`src/rtl/sfifo_stream_reader.sv`:
```
// sfifo_stream_reader: sfifo read engine, 3-entry skid buffer, valid/ready stream with burst framing; optional RD_WORD_CNT_EN adds clr_cnt/words_out transfer counter
module sfifo_stream_reader #(
  parameter int WIDTH     = 8,
  parameter int BURST_LEN = 16
) (
  input  logic             clk,
  input  logic             rst_n,
  input  logic             en,
  input  logic             fifo_rempty,
  input  logic [WIDTH-1:0] fifo_rdata,
  output logic             fifo_rinc,
  output logic             m_valid,
  input  logic             m_ready,
  output logic [WIDTH-1:0] m_data,
  output logic             m_last
`ifdef RD_WORD_CNT_EN
  ,
  input  logic             clr_cnt,
  output logic [31:0]      words_out
`endif
);
  localparam int CW = $clog2(BURST_LEN) + 1;
  logic             rdy_q;
  logic             inflight;
  logic             xfer;
  logic [1:0]       occ;
  logic [1:0]       wr_idx;
  logic [1:0]       rd_idx;
  logic [WIDTH-1:0] mem [0:2];
  logic [CW-1:0]    beat_cnt;
  assign xfer      = m_valid & m_ready;
  assign m_valid   = occ != 2'd0;
  assign m_data    = mem[rd_idx];
  assign m_last    = m_valid & (beat_cnt == CW'(BURST_LEN - 1));
  assign fifo_rinc = rdy_q & en & ~fifo_rempty & (({1'b0, occ} + {2'b0, inflight}) < 3'd3);
  // pop tracking, capture of the word popped last cycle, and buffer bookkeeping
  always_ff @(posedge clk or negedge rst_n) begin
    if (!rst_n) begin
      rdy_q    <= 1'b0;
      inflight <= 1'b0;
      occ      <= 2'd0;
      wr_idx   <= 2'd0;
      rd_idx   <= 2'd0;
      for (int i = 0; i < 3; i++) mem[i] <= '0;
    end else begin
      rdy_q    <= 1'b1;
      inflight <= fifo_rinc;
      occ      <= occ + {1'b0, inflight} - {1'b0, xfer};
      if (inflight) begin
        mem[wr_idx] <= fifo_rdata;
        wr_idx      <= wr_idx == 2'd2 ? 2'd0 : wr_idx + 2'd1;
      end
      if (xfer) rd_idx <= rd_idx == 2'd2 ? 2'd0 : rd_idx + 2'd1;
    end
  end
  // burst position; holds across idle gaps, wraps on the last beat of a burst
  always_ff @(posedge clk or negedge rst_n) begin
    if (!rst_n) beat_cnt <= '0;
    else if (xfer) beat_cnt <= beat_cnt == CW'(BURST_LEN - 1) ? '0 : beat_cnt + CW'(1);
  end
`ifdef RD_WORD_CNT_EN
  // accepted-word counter; clear takes priority over a coincident transfer
  always_ff @(posedge clk or negedge rst_n) begin
    if (!rst_n) words_out <= '0;
    else if (clr_cnt) words_out <= '0;
    else if (xfer) words_out <= words_out + 32'd1;
  end
`endif
endmodule

```
`config.mk`:
```
export PLATFORM = sky130hd
export DESIGN_NAME = sfifo_stream_reader
export DESIGN_NICKNAME = d
export VERILOG_FILES = /design/src/rtl/sfifo_stream_reader.sv
export SDC_FILE = /design/constraint.sdc
export NUM_CORES = 1
export LEC_CHECK = 0
export ABC_AREA = 1
export BUFFER_PORTS_ARGS = -buffer_cell sky130_fd_sc_hd__buf_4
export CORE_MARGIN = 2
export CORE_UTILIZATION = 42
export CTS_BUF_LIST = sky130_fd_sc_hd__clkbuf_8
export DETAILED_ROUTE_END_ITERATION = 12
export PLACE_DENSITY = 0.72
export SLEW_MARGIN = 20
export SYNTH_ARGS = -nofsm -noshare
export SYNTH_HDL_FRONTEND = slang
export SYNTH_SLANG_ARGS = --single-unit
export TNS_END_PERCENT = 50
```
`constraint.sdc`:
```
create_clock -name clk -period 3.2 [get_ports clk]
set_input_delay 0.16 -clock clk [delete_from_list [all_inputs] [get_ports clk]]
set_output_delay 0.16 -clock clk [all_outputs]
set_load 0.02 [all_outputs]
```
Word-level counts from Yosys, hierarchy flattened
Index checks and enable logic that the tools add are counted.

Bits in registers: 37. Input port bits: 13. Output and inout bits: 11. Word-level logic and storage cells: 41.

Add/sub/neg operators: 6. Order comparisons: 4. Eq/ne operators: 3. Multiplexer cells: 9. Bitwise logic cells: 8. Reduce and logical (&&, ||, !) cells: 2.

Operators by type and width (number): bitwise mux 24 bit (1); 2-to-1 mux 8 bit (3); binary-select mux 8 bit (select 2 bit) (1); demux 8 bit (select 2 bit) (1); >= comparator 3 bit, second input constant (2); inverter 2 -> 3 bit (2); adder 5 x 1 -> 5 bit, second input constant (1); AND 1 bit (5); equality test 5 x 4 -> 1 bit, second input constant (1); 2-to-1 mux 5 bit (1); adder 2 x 1 -> 2 bit, second input constant (2); equality test 2 bit, second input constant (2); 2-to-1 mux 2 bit (2); adder 2 x 1 -> 3 bit (1); less-than comparator 3 x 1 -> 1 bit, second input constant (1); less-than comparator 3 x 2 -> 1 bit, second input constant (1); adder 2 x 1 -> 2 bit (1); nonzero test 2 bit (1); subtractor 2 x 1 -> 2 bit (1); logical AND 1 bit (1); inverter 1 bit (1).

Depth between registers and ports, before layout
Gate-level depths: netlist of the first run.

Word-level depth: 6. Depth in mapped cells: 7. Gate-level depth less buffers: 6.

Worst setup path before layout of the first run
Ideal clock, no wire load.

Path type: reg2reg. From: register inflight. To: register inflight. Library setup time: 0.168 ns. Arrival: 1.402 ns. Data required time: 3.032 ns. Setup slack: 1.631 ns. Stages on the path, launching flop included: 6. Path buffers: 0. Period minus slack after synthesis: 1.569 ns. Cell sequence: dfrtp_1 -> ha_1 -> ha_1 -> nor2_1 -> nand3_1 -> a21oi_1.

Word-level cells in the longest chain between the ends: 3.

Ends and longest elaborated chain: start, declared (line 24) `logic inflight;`; start signal, assigned (line 47) `inflight <= fifo_rinc;`; adder 2 x 1 -> 3 bit (line 35) `assign fifo_rinc = rdy_q & en & ~fifo_rempty & (({1'b0, occ} + {2'b0, inflight}) < 3'd3);`; less-than comparator 3 x 2 -> 1 bit (line 35); AND 1 bit (line 35); net fifo_rinc (line 11) `output logic fifo_rinc,`.

The timed path passes the listed nets, and every way through them passes these cells. A chain may end at the register's enable or synchronous reset.

Worst setup path after layout of the first run
From: register inflight. To: output port fifo_rinc.

Word-level cells in the longest chain between the ends: 3.

Ends and longest elaborated chain (line): adder 2 x 1 -> 3 bit (35); less-than comparator 3 x 2 -> 1 bit (35); AND 1 bit (35); end, declared (11).

Every way passes these cells.

==> flow_summary.ini, run 1 <==
[job]
drv_cap = 0

[power]
finalPower_uw = 2077
powerDensity_mw_per_mm2 = 1017
intPower_uw = 1241
clockPowerShare_pct = 15.4
switching_share_pct = 40.25
sequentialPowerShare_pct = 40.2
max-vdd-ir-drop_uv = 435.5
power_frac_comb_pct = 44.4
p_leak_uw = 0.001031
switching_power_uw = 836.0

[clock_network]
cts_buffer_depth = 2
postCtsHoldBufs = 1
cts.repair.resized = 0
clockRootBuffer = clkbuf_8
clock_latency_ns = 0.29
clkTransAtPathRegs_ns = 0.06
htreeDepth = 2
post-cts-setup-buffer-count = 0
cts_tree = yes
cts_buffers = 5
cts_sinks = 37

[final_layout]
n_fill_cell = 380
antenna_cells = 0
drive_above_1_share_pct = 26.54
nets = 229
design_area_mm2 = 0.002043
syn2layout_area_growth_pct = 16.73

[floorplanning]
die_x_um = 68.56
ios = 24
die_area_mm2 = 0.004700
rows = 23
start_util_pct = 43.76
core-area_mm2 = 0.004000
die_h_um = 68.56

[global_routing]
overflow = 0
grt_pass1_vias = 1259
grt_pass1_wl_um = 5478
grt_max_degree = 38
antenna_found_initial = 0
track_usage_pct = 16.48

[sta]
slew_viol_final = 0
worst_hold_slack_ns = 0.1301
period_share_pct = 57.70
rsz0062_at_grt = no
fin_crit_ns = 1.846
finalSetupViolations = 0
fin_skew_ns = 0.007445
setup_ws_ns = 1.354
fin_setup_tns_ns = 0
tightestPinTransition_ns = 0.6806
hold_viol = 0
relSlewSlack_pct = 54.46
max_freq_ghz = 0.5416

[routing]
drt_iter0_drc = 65
first_pass_iters = 4
viasPerCell = 4.828
wire_per_inst_um = 11.94
detail-route-antenna-nets = 0
num_vias = 1260
routed_wl_um = 3117
drcViolationCount = 0

[min_path]
hold_path_class = in -> reg

[logic_synthesis]
ys_top_cells_by_count = nand2_1 (58), dfrtp_1 (37), o21ai_2 (24)
synth_area_leaders = dfrtp_1 (53%), nand2_1 (12%), o21ai_2 (12%)
synth.distinct_cells = 15
synth_top_cell_by_area = dfrtp_1
avgSynthCellArea_um2 = 9.513
ys_ff_latch = 37
synth-edff-count = 0
synth.most_common_cell = nand2_1
syn-num-nets = 202
async_reset_ff_share_pct = 100.0
yosys_warnings = 0
ys_seq_area_share_pct = 52.89
postSynthCellCount = 184
syn_area_mm2 = 0.001750
ys.flop_type = dfrtp_1
synth_top_area_share_pct = 52.89

[setup_path]
crit_fanout = 7
arrival_ns = 1.69
critPathKind = reg -> out
end_kind = output port
critical_path_required_ns = 3.04
startpoint_type = register

[place]
placed_cell_area_mm2 = 0.001947
dp_hpwl_um = 2067
pre_cts_ws_ns = 1.500
place_congestion = 0.7012
io_buffers = 23

[run_status]
outcome = complete, no violations
[state kept, by name (all words and copies together), names as in the netlist]
register / flops
rd_idx: 2
mem: 24
inflight: 1
occ: 2
wr_idx: 2
beat_cnt: 5
rdy_q: 1
[worst max-delay path, stage by stage, from the launching register on]
cell,delay [ns]
dfrtp_1,0.50
ha_1,0.26
ha_1,0.17
nor2_1,0.08
nand3_1,0.07
a21oi_1,0.16
buf_4,0.17
[power by group through the flow]
stage	combinational [µW]	clock, µW	sequential (µW)
after global routing	1050	347	870
after detailed placement	934	0	839
after global placement	910	0	831
final	922	320	835
after CTS	939	329	834
after floorplan	661	0	808
[kinds of logic (layout without fill, tap and decap cells)]
logic type / Yosys count / in the layout / share of synthesized area, %
buffers and inverters: 24 / 51 / 6.504
other: 1 / 1 / 0.2142
AND/OR/NAND/NOR: 83 / 83 / 21.30
adder cells (fa/ha/maj): 5 / 5 / 3.574
XOR/XNOR: 3 / 3 / 1.501
flip-flops: 37 / 37 / 52.90
AO/OA/AOI/OAI: 31 / 31 / 14.01
[final timing paths]
| path | from | end | slack [ns] | cells past startpoint |
|---|---|---|---|---|
| max | inflight | fifo_rinc | 1.35 | 6 |
| min | fifo_rempty | inflight | 0.13 | 4 |
| max reg2reg | occ[1] | occ[1] | 1.50 | 6 |
| min reg2reg | mem[10] | mem[10] | 0.48 | 2 |
| max in group asynchronous | rst_n | rd_idx[1] | 2.50 | 2 |
| min in group asynchronous | rst_n | mem[23] | 0.37 | 2 |
[area by class of cell]
class                      instances  area [µm²]  area share, %
clock buffer                       6       82.58          4.042
multi-input combinational        123       710.7          34.78
clock inverter                     1       3.754         0.1837
inverter                          20       75.07          3.674
sequential                        37       925.9          45.32
tap                               50       62.56          3.062
timing repair buffer              24       182.7          8.941
[per-layer routing]
layer  vias up  global-route usage (%)  share of wire, %
met2        23                   27.16                47
met4         0                   8.250               2.0
met5         -                       0                 0
li1        643                       -                 -
met3         4                   5.357               4.1
met1       590                   19.21                46
[cell usage in the layout, fill, tap and decap left out]
master / Yosys / routed
nand3_4: 3 / 3
clkbuf_8: 0 / 6
inv_1: 20 / 21
dfrtp_1: 37 / 37
dlygate4sd3_1: 0 / 1
ha_1: 5 / 5
xnor2_1: 3 / 3
conb_1: 1 / 1
nand2_1: 58 / 58
nand3_1: 12 / 12
a21oi_1: 2 / 2
buf_4: 0 / 23
o21ai_0: 5 / 5
nand4_1: 2 / 2
o21ai_2: 24 / 24
nor2_1: 8 / 8
[through the flow]
step	util, %	instances
finish	51.08	261
global route	51.08	261
CTS	51.08	261
detailed placement	48.67	253
global placement	48.67	253
floorplan	-	184
(Power assumes the default switching activity.)
==> run 2, diff against run 1 <==
- clock period: 3.2 -> 1.83 ns (I/O delays scaled with it)
==> flow_summary.ini, run 2 (synthesized netlist as in run 1, its figures left out) <==
[final_layout]
final_cell_mix = nand2_1 (58), dfrtp_1 (37), buf_4 (29)
max_flop_register = mem
drive_above_1_share_pct = 28.57
syn2layout_area_growth_pct = 19.30
nets = 235
largest_reg_flops = 24
final_common_cell = nand2_1
n_fill_cell = 378
antenna_cells = 0
top_regs = mem: 24 flops, beat_cnt: 5 flops

[clock_network]
cts_tree = yes
htreeDepth = 2
clkTransAtPathRegs_ns = 0.06
cts_buffers = 5
cts.repair.resized = 0
cts_sinks = 37
clock_latency_ns = 0.28
cts_buffer_depth = 2
clockRootBuffer = clkbuf_8

[routing]
wire_per_inst_um = 11.53
num_vias = 1277
drt_iter0_drc = 46
detail-route-antenna-nets = 0
first_pass_iters = 4
routed_wl_um = 3079
drcViolationCount = 0
viasPerCell = 4.783

[sta]
max_freq_ghz = 0.6122
worst_hold_slack_ns = 0.07077
fin_skew_ns = 0.004381
finalSetupViolations = 0
rsz0062_at_grt = no
hold_viol = 0
fin_crit_ns = 1.633
fin_setup_tns_ns = 0
setup_ws_ns = 0.1966
slew_viol_final = 0
period_share_pct = 89.26

[floorplanning]
core-area_mm2 = 0.004000
ios = 24
die_h_um = 68.56
start_util_pct = 43.76
die_x_um = 68.56
rows = 23
die_area_mm2 = 0.004700

[global_routing]
grt_pass1_wl_um = 5313
overflow = 0
grt_pass1_vias = 1172
met3_usage_pct = 4.870
grt.met2_usage_pct = 23.68
track_usage_pct = 15.75
gr-max-usage-layer = met2
grt_max_degree = 38
antenna_found_initial = 0
globalRouteMet1Util_pct = 21.02

[place]
place_congestion = 0.6837
pre_cts_ws_ns = 0.4395
io_buffers = 23
dp_hpwl_um = 2144

[min_path]
min_from = fifo_rempty
hold_path_class = in -> reg

[power]
powerDensity_mw_per_mm2 = 1769
p_leak_uw = 0.001061
max-vdd-ir-drop_uv = 743.2

[setup_path]
reg2reg_from = occ[1]
critPathKind = reg -> out
end_kind = output port
critical_path_required_ns = 1.74
crit_fanout = 3
arrival_ns = 1.54
startpoint_type = register
cp-startpoint = occ[0]

[job]
drv_cap = 0

[run_status]
outcome = complete, no violations
[run 2: changes by cell type in the layout (fill, tap and decap cells not counted), sizes merged]
cell and change:
buf +6
[run 2: layer usage]
layer / up-vias / wire length [µm] / share of wire [%]
met5: - / 0 / 0
met4: 0 / 29 / 0.94
met3: 2 / 132 / 4.3
met2: 29 / 1532 / 50
met1: 594 / 1385 / 45
li1: 652 / - / -
[run 2: cell type report]
type                            instances  area (µm²)  share of cell area (%)
Sequential cell                        37       925.9                   44.34
Clock inverter                          1       3.754                  0.1797
Tap cell                               50       62.56                   2.996
Inverter                               20       75.07                   3.595
Timing Repair Buffer                   30       227.7                   10.90
Multi-Input combinational cell        123       710.7                   34.03
Clock buffer                            6       82.58                   3.954
[run 2: stage by stage]
step,cell area [µm²],total power (µW),cells,util (%)
floorplan,1750,2568,184,-
global placement,1992,3129,259,49.80
detailed placement,1992,3189,259,49.80
CTS,2088,3759,267,52.21
global route,2088,4025,267,52.21
finish,2088,3695,267,52.21
[run 2: timing repair]
| action | 4_1_cts | 5_1_grt |
|---|---|---|
| hold endpoints to repair | 37 | 0 |
| buffers inserted | 0 | 0 |
| hold buffers | 1 | 0 |
[run 2: critical path, stage by stage, from the launching register on]
cell and delay, ns:
dfrtp_1 0.39, ha_1 0.19, ha_1 0.17, nor2_1 0.09, nand3_1 0.07, a21oi_1 0.17, buf_4 0.17
[run 2: where the power goes]
group	internal, µW	total, µW	switching [µW]
combinational	740	1690	950
clock	293	557	264
sequential	1210	1450	239
total	2240	3690	1450
[run 2: path summary, 6_finish.rpt]
| path | endpoint | slack, ns | depth (start not counted) |
|---|---|---|---|
| worst max register to register | occ[1] | 0.44 | 6 |
| max in group asynchronous | mem[8] | 1.19 | 2 |
| worst max-delay path | fifo_rinc | 0.20 | 6 |
| worst min register to register | mem[11] | 0.48 | 2 |
| min in group asynchronous | occ[0] | 0.31 | 2 |
| worst min-delay path | inflight | 0.07 | 4 |
==> run 3, diff against run 2 <==
- clock period: 1.83 -> 2.11 ns (I/O delays scaled with it)
==> flow_summary.ini, run 3 (synthesized netlist as in run 1, its figures left out) <==
[final_layout]
multi_input_area_um2 = 710.7
max_flop_register = mem
antenna_cells = 0
n_fill_cell = 371
drive_above_1_share_pct = 27.91
final_common_cell = nand2_1
top_regs = mem: 24 flops, beat_cnt: 5 flops
design_area_mm2 = 0.002096
register_area_um2 = 925.9
final_cell_mix = nand2_1 (58), dfrtp_1 (37), buf_4 (26)
syn2layout_area_growth_pct = 19.73
nets = 232
largest_reg_flops = 24

[clock_network]
cts_tree = yes
clockRootBuffer = clkbuf_8
cts_buffer_depth = 2
htreeDepth = 2
clock_latency_ns = 0.29
cts_buffers = 5
cts_sinks = 37
clkTransAtPathRegs_ns = 0.06

[sta]
setup_ws_ns = 0.2760
fin_skew_ns = 0.006183
finalSetupViolations = 0
slew_viol_final = 0
period_share_pct = 86.92
tightestPinTransition_ns = 0.6493
fin_crit_ns = 1.834
max_freq_ghz = 0.5452
fin_setup_tns_ns = 0
relSlewSlack_pct = 56.55
hold_viol = 0
rsz0062_at_grt = no

[routing]
detail-route-antenna-nets = 0
first_pass_iters = 6
num_vias = 1230
routed_wl_um = 3052
drcViolationCount = 0
wire_per_inst_um = 11.52
drt_iter0_drc = 41
viasPerCell = 4.642

[setup_path]
startpoint_type = register
crit_path_max_incr_delay_ns = 0.51
cp-startpoint = inflight
crit_slowest_cell = dfrtp_1
end_kind = output port
cp.depth = 6
crit_chain = ha_1, ha_1, nor2_1, nand3_1, a21oi_1, buf_4
critPathCapture = fifo_rinc
crit_fanout = 7
cpMostUsedCell = ha_1
critPathKind = reg -> out
r2r-end = occ[0]
rrSetupSlack_ns = 0.40
worst-path-buf-inv = 1
arrival_ns = 1.73
critical_path_required_ns = 2.00
critPathTopFamily = flip-flops
reg2reg_from = occ[1]
reg2regPathDepth = 5

[global_routing]
overflow = 0
grt_max_degree = 38
grt_pass1_wl_um = 5223
antenna_found_initial = 0
track_usage_pct = 15.31
grt_pass1_vias = 1171

[place]
placed_cell_area_mm2 = 0.001969
dp_hpwl_um = 2021
io_buffers = 23
pre_cts_ws_ns = 0.3768
place_congestion = 0.6954

[floorplanning]
ios = 24
die_area_mm2 = 0.004700
rows = 23
core-area_mm2 = 0.004000
die_x_um = 68.56
start_util_pct = 43.76
die_h_um = 68.56

[power]
p_leak_uw = 0.001060
power_frac_comb_pct = 43.3
switching_share_pct = 38.22
powerDensity_mw_per_mm2 = 1581
intPower_uw = 2047
sequentialPowerShare_pct = 38.0
clockPowerShare_pct = 18.7
switching_power_uw = 1266
max-vdd-ir-drop_uv = 582.1

[run_status]
outcome = complete, no violations

[job]
drv_cap = 0

[min_path]
min_from = fifo_rempty
hold_path_class = in -> reg
-- run 3: changes by cell type in the layout (fill, tap and decap cells not counted), sizes merged --
| cell | delta |
|---|---|
| buf | -3 |
| bufinv | +1 |
-- run 3: worst min-delay path by stage --
stage / to / slack (ns) / depth (start not counted)
floorplan: beat_cnt[0] / -0.19 / 0
global placement: rdy_q / 0.1 / 1
detailed placement: rdy_q / 0.09 / 1
CTS: inflight / 0.07 / 4
global route: inflight / 0.1 / 3
finish: inflight / 0.07 / 4
-- run 3: per-layer routing --
metal,vias to the layer above,track usage [%],routed length (µm)
met5,-,0,0
met4,0,6.000,50
met3,4,4.383,144
met2,23,23.92,1454
met1,552,20.04,1403
li1,651,-,-
-- run 3: area by class of cell --
cell class | count | area share [%]
sequential | 37 | 44.18
multi-input combinational | 123 | 33.91
timing repair buffer | 27 | 9.791
clock buffer | 6 | 3.940
inverter | 20 | 3.582
tap | 50 | 2.985
clock inverter | 2 | 1.612
-- run 3: power groups by stage --
stage	Combinational [µW]	Clock, µW	Sequential, µW
3_3_place_gp	1430	0	1260
6_report	1430	618	1260
2_1_floorplan	1000	0	1230
3_5_place_dp	1460	0	1270
4_1_cts	1460	637	1260
5_1_grt	1630	671	1300
-- run 3: worst min-delay path, delay by kind of cell --
kind | cells | cell delay (ns)
buffers and inverters | 1 | 0.07
and+or+nand+nor | 2 | 0.09
AOI/OAI and AO/OA | 1 | 0.05
-- run 3: timing repair --
| item | in CTS | in global routing |
|---|---|---|
| buffers inserted | 0 | 0 |
| endpoints found under the hold margin | 37 | 0 |
| resized for setup | 0 | 0 |
| hold buffers | 1 | 0 |
-- run 3: per-stage QoR --
step	utilization (%)	hold slack [ns]	power, µW	cells
floorplan	-	-0.1901	2227	184
global placement	49.23	0.09829	2689	256
detailed placement	49.23	0.09223	2726	256
CTS	52.39	0.06995	3362	265
global route	52.39	0.09697	3601	265
finish	52.39	0.07318	3313	265
